==> src/rtl/fnd_scan_decoder.sv <==
// fnd_scan_decoder: monitors a multiplexed 4-digit FND scan bus and
// rebuilds settled, complete frames as BCD, binary value and dp flags.
module fnd_scan_decoder #(
   parameter int SETTLE_CYC  = 4,
   parameter int TIMEOUT_CYC = 2_000_000
) (
   input  logic        clk,
   input  logic        rst,
   input  logic [3:0]  fnd_com,
   input  logic [7:0]  fnd_data,
   output logic [15:0] digit_bcd,
   output logic [3:0]  dp,
   output logic [13:0] value,
   output logic        frame_valid,
   output logic        value_changed,
   output logic        seg_err,
   output logic        com_err,
   output logic        stale,
   output logic [7:0]  err_cnt
);

   localparam int SW = (SETTLE_CYC > 2) ? $clog2(SETTLE_CYC) : 1;
   localparam int TW = $clog2(TIMEOUT_CYC);
   localparam logic [SW-1:0] STAB_MAX = SW'(SETTLE_CYC - 1);
   localparam logic [TW-1:0] TMO_MAX  = TW'(TIMEOUT_CYC - 1);

   typedef enum logic [1:0] {S_SETTLE, S_EVAL, S_HOLD} state_e;

   function automatic logic [4:0] seg_decode(input logic [6:0] s);
      case (s)
         7'h40:   seg_decode = 5'h10;
         7'h79:   seg_decode = 5'h11;
         7'h24:   seg_decode = 5'h12;
         7'h30:   seg_decode = 5'h13;
         7'h19:   seg_decode = 5'h14;
         7'h12:   seg_decode = 5'h15;
         7'h02:   seg_decode = 5'h16;
         7'h78:   seg_decode = 5'h17;
         7'h00:   seg_decode = 5'h18;
         7'h10:   seg_decode = 5'h19;
         default: seg_decode = 5'h00;
      endcase
   endfunction

   state_e        state_q, state_d;
   logic [11:0]   pair_q, pair_d, snap_q, snap_d;
   logic [SW-1:0] stab_q, stab_d;
   logic          same;
   logic [15:0]   dig_q, dig_d;
   logic [3:0]    dpr_q, dpr_d, seen_q, seen_d;
   logic          seg_err_q, seg_err_d, com_err_q, com_err_d;
   logic          frame_d, frame_valid_q;
   logic [15:0]   digit_bcd_q, digit_bcd_d;
   logic [3:0]    dp_q, dp_d;
   logic [13:0]   value_q, value_d, prev_value_q, prev_value_d, bin;
   logic          value_changed_q, value_changed_d;
   logic          first_q, first_d;
   logic [7:0]    err_cnt_q, err_cnt_d;
   logic [TW-1:0] tmo_q, tmo_d;
   logic          stale_q, stale_d;
   logic          com_ok;
   logic [1:0]    idx;
   logic [4:0]    dec;

   // Stability is judged on the registered pair against what it is about to become.
   always_comb begin
      pair_d = {fnd_com, fnd_data};
      same   = (pair_d == pair_q);
      stab_d = '0;
      if (same) begin
         stab_d = (stab_q == STAB_MAX) ? stab_q : stab_q + 1'b1;
      end
   end

   always_comb begin
      state_d = state_q;
      snap_d  = snap_q;
      case (state_q)
         S_SETTLE: if (stab_q == STAB_MAX) state_d = S_EVAL;
         S_EVAL:   state_d = S_HOLD;
         S_HOLD:   if (!same || stab_q != STAB_MAX) state_d = S_SETTLE;
         default:  state_d = S_SETTLE;
      endcase
      // Freeze the settled pair so a change arriving with EVAL is not judged.
      if (state_d == S_EVAL) snap_d = pair_q;
   end

   assign frame_d = (seen_q == 4'hF);

   always_comb begin
      dig_d     = dig_q;
      dpr_d     = dpr_q;
      seen_d    = frame_d ? 4'h0 : seen_q;
      seg_err_d = 1'b0;
      com_err_d = 1'b0;
      com_ok    = 1'b0;
      idx       = 2'd0;
      dec       = seg_decode(snap_q[6:0]);
      if (state_q == S_EVAL) begin
         case (snap_q[11:8])
            4'b1110: begin com_ok = 1'b1; idx = 2'd0; end
            4'b1101: begin com_ok = 1'b1; idx = 2'd1; end
            4'b1011: begin com_ok = 1'b1; idx = 2'd2; end
            4'b0111: begin com_ok = 1'b1; idx = 2'd3; end
            4'b1111: com_ok = 1'b0;
            default: com_err_d = 1'b1;
         endcase
         if (com_ok) begin
            if (dec[4]) begin
               dig_d[{idx, 2'b00} +: 4] = dec[3:0];
               dpr_d[idx]  = ~snap_q[7];
               seen_d[idx] = 1'b1;
            end else begin
               seg_err_d = 1'b1;
            end
         end
      end
   end

   always_comb begin
      bin = 14'(dig_q[15:12]) * 14'd1000 + 14'(dig_q[11:8]) * 14'd100
          + 14'(dig_q[7:4]) * 14'd10 + 14'(dig_q[3:0]);
      digit_bcd_d     = digit_bcd_q;
      dp_d            = dp_q;
      value_d         = value_q;
      value_changed_d = 1'b0;
      prev_value_d    = prev_value_q;
      first_d         = first_q;
      if (frame_d) begin
         digit_bcd_d     = dig_q;
         dp_d            = dpr_q;
         value_d         = bin;
         value_changed_d = (bin != prev_value_q) | first_q;
         prev_value_d    = bin;
         first_d         = 1'b0;
      end
      err_cnt_d = err_cnt_q;
      if ((seg_err_d || com_err_d) && err_cnt_q != 8'hFF) begin
         err_cnt_d = err_cnt_q + 8'd1;
      end
      tmo_d   = tmo_q;
      stale_d = stale_q;
      if (frame_d) begin
         tmo_d   = '0;
         stale_d = 1'b0;
      end else if (tmo_q == TMO_MAX) begin
         stale_d = 1'b1;
      end else begin
         tmo_d = tmo_q + 1'b1;
      end
   end

   always_ff @(posedge clk) begin
      if (rst) begin
         state_q         <= S_SETTLE;
         pair_q          <= '0;
         snap_q          <= '0;
         stab_q          <= '0;
         dig_q           <= '0;
         dpr_q           <= '0;
         seen_q          <= '0;
         seg_err_q       <= 1'b0;
         com_err_q       <= 1'b0;
         frame_valid_q   <= 1'b0;
         digit_bcd_q     <= '0;
         dp_q            <= '0;
         value_q         <= '0;
         value_changed_q <= 1'b0;
         prev_value_q    <= '0;
         first_q         <= 1'b1;
         err_cnt_q       <= '0;
         tmo_q           <= '0;
         stale_q         <= 1'b0;
      end else begin
         state_q         <= state_d;
         pair_q          <= pair_d;
         snap_q          <= snap_d;
         stab_q          <= stab_d;
         dig_q           <= dig_d;
         dpr_q           <= dpr_d;
         seen_q          <= seen_d;
         seg_err_q       <= seg_err_d;
         com_err_q       <= com_err_d;
         frame_valid_q   <= frame_d;
         digit_bcd_q     <= digit_bcd_d;
         dp_q            <= dp_d;
         value_q         <= value_d;
         value_changed_q <= value_changed_d;
         prev_value_q    <= prev_value_d;
         first_q         <= first_d;
         err_cnt_q       <= err_cnt_d;
         tmo_q           <= tmo_d;
         stale_q         <= stale_d;
      end
   end

   assign digit_bcd     = digit_bcd_q;
   assign dp            = dp_q;
   assign value         = value_q;
   assign frame_valid   = frame_valid_q;
   assign value_changed = value_changed_q;
   assign seg_err       = seg_err_q;
   assign com_err       = com_err_q;
   assign stale         = stale_q;
   assign err_cnt       = err_cnt_q;

endmodule

==> config.mk <==
export PLATFORM = sky130hd
export DESIGN_NAME = fnd_scan_decoder
export DESIGN_NICKNAME = d
export VERILOG_FILES = /design/src/rtl/fnd_scan_decoder.sv
export SDC_FILE = /design/constraint.sdc
export NUM_CORES = 1
export LEC_CHECK = 0
export BUFFER_PORTS_ARGS = -buffer_cell sky130_fd_sc_hd__buf_2
export CAP_MARGIN = 20
export CORE_ASPECT_RATIO = 1.2
export CORE_MARGIN = 2
export CORE_UTILIZATION = 54
export DETAILED_ROUTE_END_ITERATION = 7
export PLACE_DENSITY = 0.73
export REMOVE_ABC_BUFFERS = 1
export SLEW_MARGIN = 20
export SYNTH_ARGS = -nofsm -noshare
export SYNTH_HDL_FRONTEND = slang
export SYNTH_SLANG_ARGS = --single-unit
==> constraint.sdc <==
create_clock -name clk -period 12.6 [get_ports clk]
set_input_delay 1.26 -clock clk [delete_from_list [all_inputs] [get_ports clk]]
set_output_delay 1.26 -clock clk [all_outputs]
set_load 0.05 [all_outputs]
-- Yosys cells after proc, flatten, opt, wreduce, memory -nomap -nowiden
Cells that the tools add are included.
- output and inout bits: 47
- flip-flop bits (word level): 121
- input bits: 14
- RAM bits: 0
- memory bits (read-only): 0
- bits in latches: 0
- logic and storage cells: 95
- memories: 0
- mux-type cells: 21
- reduce and logical (&&, ||, !) cells: 13
- multipliers: 3
- shift-type cells: 2
- bitwise logic cells: 5
- $add $sub $neg: 7
- $lt $le $gt $ge: 2
- eq/ne operators: 24
- div/mod/pow operators: 0
- operators with widths (cell ; number):
    $pmux 5 s10 ; 1
    $add 21x1->21 const B ; 1
    $eq 21x21->1 const B ; 1
    $eq 7x5->1 const B ; 3
    $eq 7x7->1 const B ; 3
    $eq 4x4->1 const B ; 5
    $bwmux 16 ; 1
    $mux 4 ; 4
    $shift 4x6->16 const A ; 1
    $shiftx 4x6->16 ; 1
    $add 14x11->14 ; 1
    $add 14x4->14 ; 1
    $add 14x8->14 ; 1
    $eq 7x6->1 const B ; 2
    $ne 14x14->1 ; 1
    $eq 12x12->1 ; 1
    $pmux 2 s3 ; 2
    $mul 4x7->11 const B ; 1
    $mul 4x5->9 const B ; 1
    $add 8x1->8 const B ; 1
    $mux 1 ; 8
    $ne 8x8->1 const B ; 1
    $eq 7x2->1 const B ; 1
    $logic_not 7->1 ; 1
    other kinds (23) ; 33

-- Depth between registers and ports, before layout
- depth after elaboration: 11
- mapped depth: 18
- gate-level depth less buffers: 17

-- Least setup slack after synthesis
No wires, ideal clock.
- kind: flip-flop to flip-flop
- from: reg dig_q[14]
- to: reg value_changed_q (netlist: value_changed)
- cell stages (with the launch flop): 17
- setup slack: 8002 ps
- setup time: 91 ps
- arrival time: 4507 ps
- period minus slack after synthesis: 4598 ps
- buffers on the path: 1
- cell sequence: dfxtp_1 > ha_1 > fa_1 > fa_1 > inv_1 > fa_1 > inv_1 > ha_1 > ha_1 > clkbuf_1 > nand3_1 > o22ai_1 > o41ai_1 > o21ai_0 > xor2_1 > xnor3_1 > a311oi_1
- word-level cells in the longest chain between the ends: 6
- ends and longest elaborated chain (element ; line ; text):
    start, declared ; 49 ; logic [15:0] dig_q, dig_d;
    start signal, assigned ; 179 ; dig_q <= dig_d;
    $mul 4x7->11 ; 121 ; bin = 14'(dig_q[15:12]) * 14'd1000 + 14'(dig_q[11:8]) * 14'd100
    $add 14x11->14 ; 121 ;
    $add 14x8->14 ; 122 ; + 14'(dig_q[7:4]) * 14'd10 + 14'(dig_q[3:0]);
    $add 14x4->14 ; 122 ;
    $ne 14x14->1 ; 133 ; value_changed_d = (bin != prev_value_q) | first_q;
    $or 1x1->1 ; 133 ;
    end signal, assigned ; 188 ; value_changed_q <= value_changed_d;
    end, declared ; 56 ; logic value_changed_q, value_changed_d;
Every way passes these cells.
A chain may end at the register's enable or synchronous reset.

-- Worst setup path in the final report
Ends and elaborated chain as after synthesis.

==> results.md <==
- Outcome: finished, final reports clean
- Final period utilization: 0.406
- Final hold vios: 0
- Post-DR vias/cell: approximately 5.6
- Drt pass-1 iters: 5
- Placer Congestion: between 0.8 and 0.9
- Layout cells sized above 1: 0.129
- Worst-margin pin slew: 802 ps
- Largest stage delay on the critical path: 550 ps
- Worst path buffer plus inverter count: 2
- Reg2reg path depth: 15
- PostCTS Resize Cnt: 0
- DIE AREA: about 0.013 mm2
- H-tree depth: 4
- # fillers: 1042
- Crit path time final: 5110 ps
- Register-to-register setup slack: around 7500 ps
- Hold buffer count at cts: 0
- Initial antenna violation count: 0
- CTS tree: done
- Final non-filler cell total: about 1000
- Crit. End Element: flip-flop
- Slew Viols, Final: 0
- Synth Warn #: 0
- Main flop type after synthesis: dfxtp_1
- Post-Route Skew: 8.55 ps
- Inst Count DP: 967
- Count leader, synth: dfxtp_1
- Fmax achieved: 196 MHz
- Routed len/inst: 14.9 um
- Crit start category: flip-flop
- Final HPWL DP: 10700 um
- Leakage: 3.46 nW
- Avg Inst Size Synth: roughly 8.7 um2
- Antenna Cells: 0
- Clk sinks: 120
- Leading post-synthesis cells by cell area: dfxtp_1 (35%), ha_1 (11%), nand2_1 (6.0%)
- Vias in the first global route: 5602
- Clk pin slew, worst setup/hold paths: roughly 60 ps
- TNS Setup: 0 ps
- Register area share after synthesis: 0.354
- RSZ-0062 raised after global routing: false
- Post-CTS setup buffers: 0
- Nets: 916
- Detail Route Antenna Nets: 0
- Post-synth top area cell: dfxtp_1
- R2r endpoint: value_changed
- Hold EP: digit_bcd[4]
- Hold_sp: digit_bcd[4]
- Post-synth EDFFs: 0
- Max-slew headroom: 0.466
- Core area: 0.0122 mm2
- Slowest CP cell: fa_1
- Crit-path leading delay family: adder cells
- Remaining Overflow, GRT: 0
- Cell Chain, Critical Path: ha_1 -> fa_1 -> fa_1 -> inv_1 -> fa_1 -> inv_1 -> ha_1 -> ha_1 -> a21oi_1 -> o22ai_1 -> o41ai_1 -> o21ai_0 -> xor2_1 -> xnor3_1 -> a311oi_1
- Setup-failing EPs final: 0
- Die span in y: 127 um
- Max Buffers Root-to-Sink: 2
- Commonest cells post-synth: dfxtp_1 (120), nand2_1 (109), a21oi_1 (72), ha_1 (60), nor2_1 (57)
- Gate Count Post-Synth: 781
- #FFs+latches synth: 120
- Crit Path Max Fanout: 11
- Clk root buf: clkbuf_16
- Row count: 44
- Worst hold path class: flip-flop to flip-flop
- Largest net degree at the start of global routing: 66
- First-pass GRT wire length: 25700 um
- WHS Path Cells: 2
- Initial Util: 0.558
- Vias after detailed routing: 5550
- Synth cell types: between 60 and 70
- Worst Path Arrival: 5420 ps
- Iter 0 DRT Violations: 249
- Asr flop ratio synth: 0
- PwrDens: 116 mW/mm2
- Die Width: 106 um
- Total Wirelength: between 10000 and 15000 um
- Clk Latency, worst-skew pair: between 400 and 500 ps
- Critical path depth: 15
- Area growth syn-to-layout: 14.6%
- Total GRT Usage: 0.235
- Worst r2r src: dig_q[14]
- WS Path Type: flip-flop to flip-flop
- Port Buf Inserts: 60
- Fin area: 0.00779 mm2
- Area share of the largest cell type after synthesis: 0.354
- Syn Std Cell Area: 0.00679 mm2
- IO Pins: 61
- Peak supply drop: 0.0839 mV
- Placement Cell Area: 0.00716 mm2
- DRC: 0
- CTS buffer count: 17
- Required @ worst endpoint: 12910 ps
- Max-Cap Viols: 0
cells in the final DEF, fill, tap and decap left out, types with 3 or more instances in the layout:
cell,count
dfxtp_1,120
nand2_1,109
a21oi_1,72
ha_1,60
buf_2,60
nor2_1,57
xor2_1,42
inv_1,32
o21ai_0,26
nand3_1,21
xnor2_1,20
fa_1,17
clkbuf_16,17
nor2b_1,16
nand4_1,12
a21o_1,10
nand3b_1,10
nor4_1,10
nor3_1,9
mux2i_1,8
a22o_1,8
a211oi_1,7
or3_1,7
a31oi_1,5
nand2b_1,5
and4_1,5
clkinv_2,5
nand4b_1,4
and3b_1,3
or2_2,3
or4_1,3
bufinv_16,3
clkbuf_8,3
buf_4,3
final cells by class:
cell class	instances	area, um2	area share
timing repair buffer	63	323	0.0415
tap	161	201	0.0259
clock inverter	12	148	0.0190
clock buffer	20	467	0.0599
inverter	32	120	0.0154
sequential	120	2400	0.309
multi-input combinational	591	4130	0.530
cells by family after synthesis:
kind of cell | share of synthesized area
compound gates | 0.134
xor+xnor | 0.0833
fa+ha+maj | 0.162
buf+inv | 0.0407
flops | 0.354
mux | 0.0151
simple gates | 0.211
layer usage:
metal	up-vias	track usage	routed length, um
met5	-	0	0
met4	0	0.0759	224
met3	25	0.0488	436
met2	92	0.443	8070
met1	2642	0.262	6130
li1	2791	-	-
through the flow:
stage	total power [W]	util	hold WS [ps]	setup WS [ps]
6_report	0.000904	0.640	452	7490
5_1_grt	0.000931	0.640	472	7130
4_1_cts	0.000912	0.639	454	7500
3_5_place_dp	0.000409	0.589	444	7520
3_3_place_gp	0.000408	0.589	434	7710
2_1_floorplan	0.000400	-	425	7950
worst reg2reg max path: cells and delay by family (launching register included):
family,cells,cell delay (ps)
DFF,1,530
xor gates and xnor gates,2,510
AOI/OAI and AO/OA,5,1250
buffers and inverters,2,100
adders and majority gates,6,2610
sequential cells by signal, summed over array words and instances, names as in the netlist, 4 cells and up:
register,count
digit_bcd,16
err_cnt,8
dig_q,16
seen_q,4
prev_value_q,13
dp,4
pair_q,12
dpr_q,4
tmo_q,21
snap_q,12
report_power, final:
group          internal, W  leakage [nW]  switching [W]
clock network     0.000325         0.302       0.000177
logic           0.00000598          2.19      0.0000101
registers         0.000383         0.970     0.00000237
worst max path at each step:
stage | from | end | slack (ps)
floorplan | dig_q[14] | value_changed | 7950
global placement | dig_q[14] | value_changed | 7710
detailed placement | dig_q[14] | value_changed | 7520
CTS | dig_q[14] | value_changed | 7500
global route | dig_q[14] | value_changed | 7130
finish | dig_q[14] | value_changed | 7490
(Power assumes the default switching activity.)
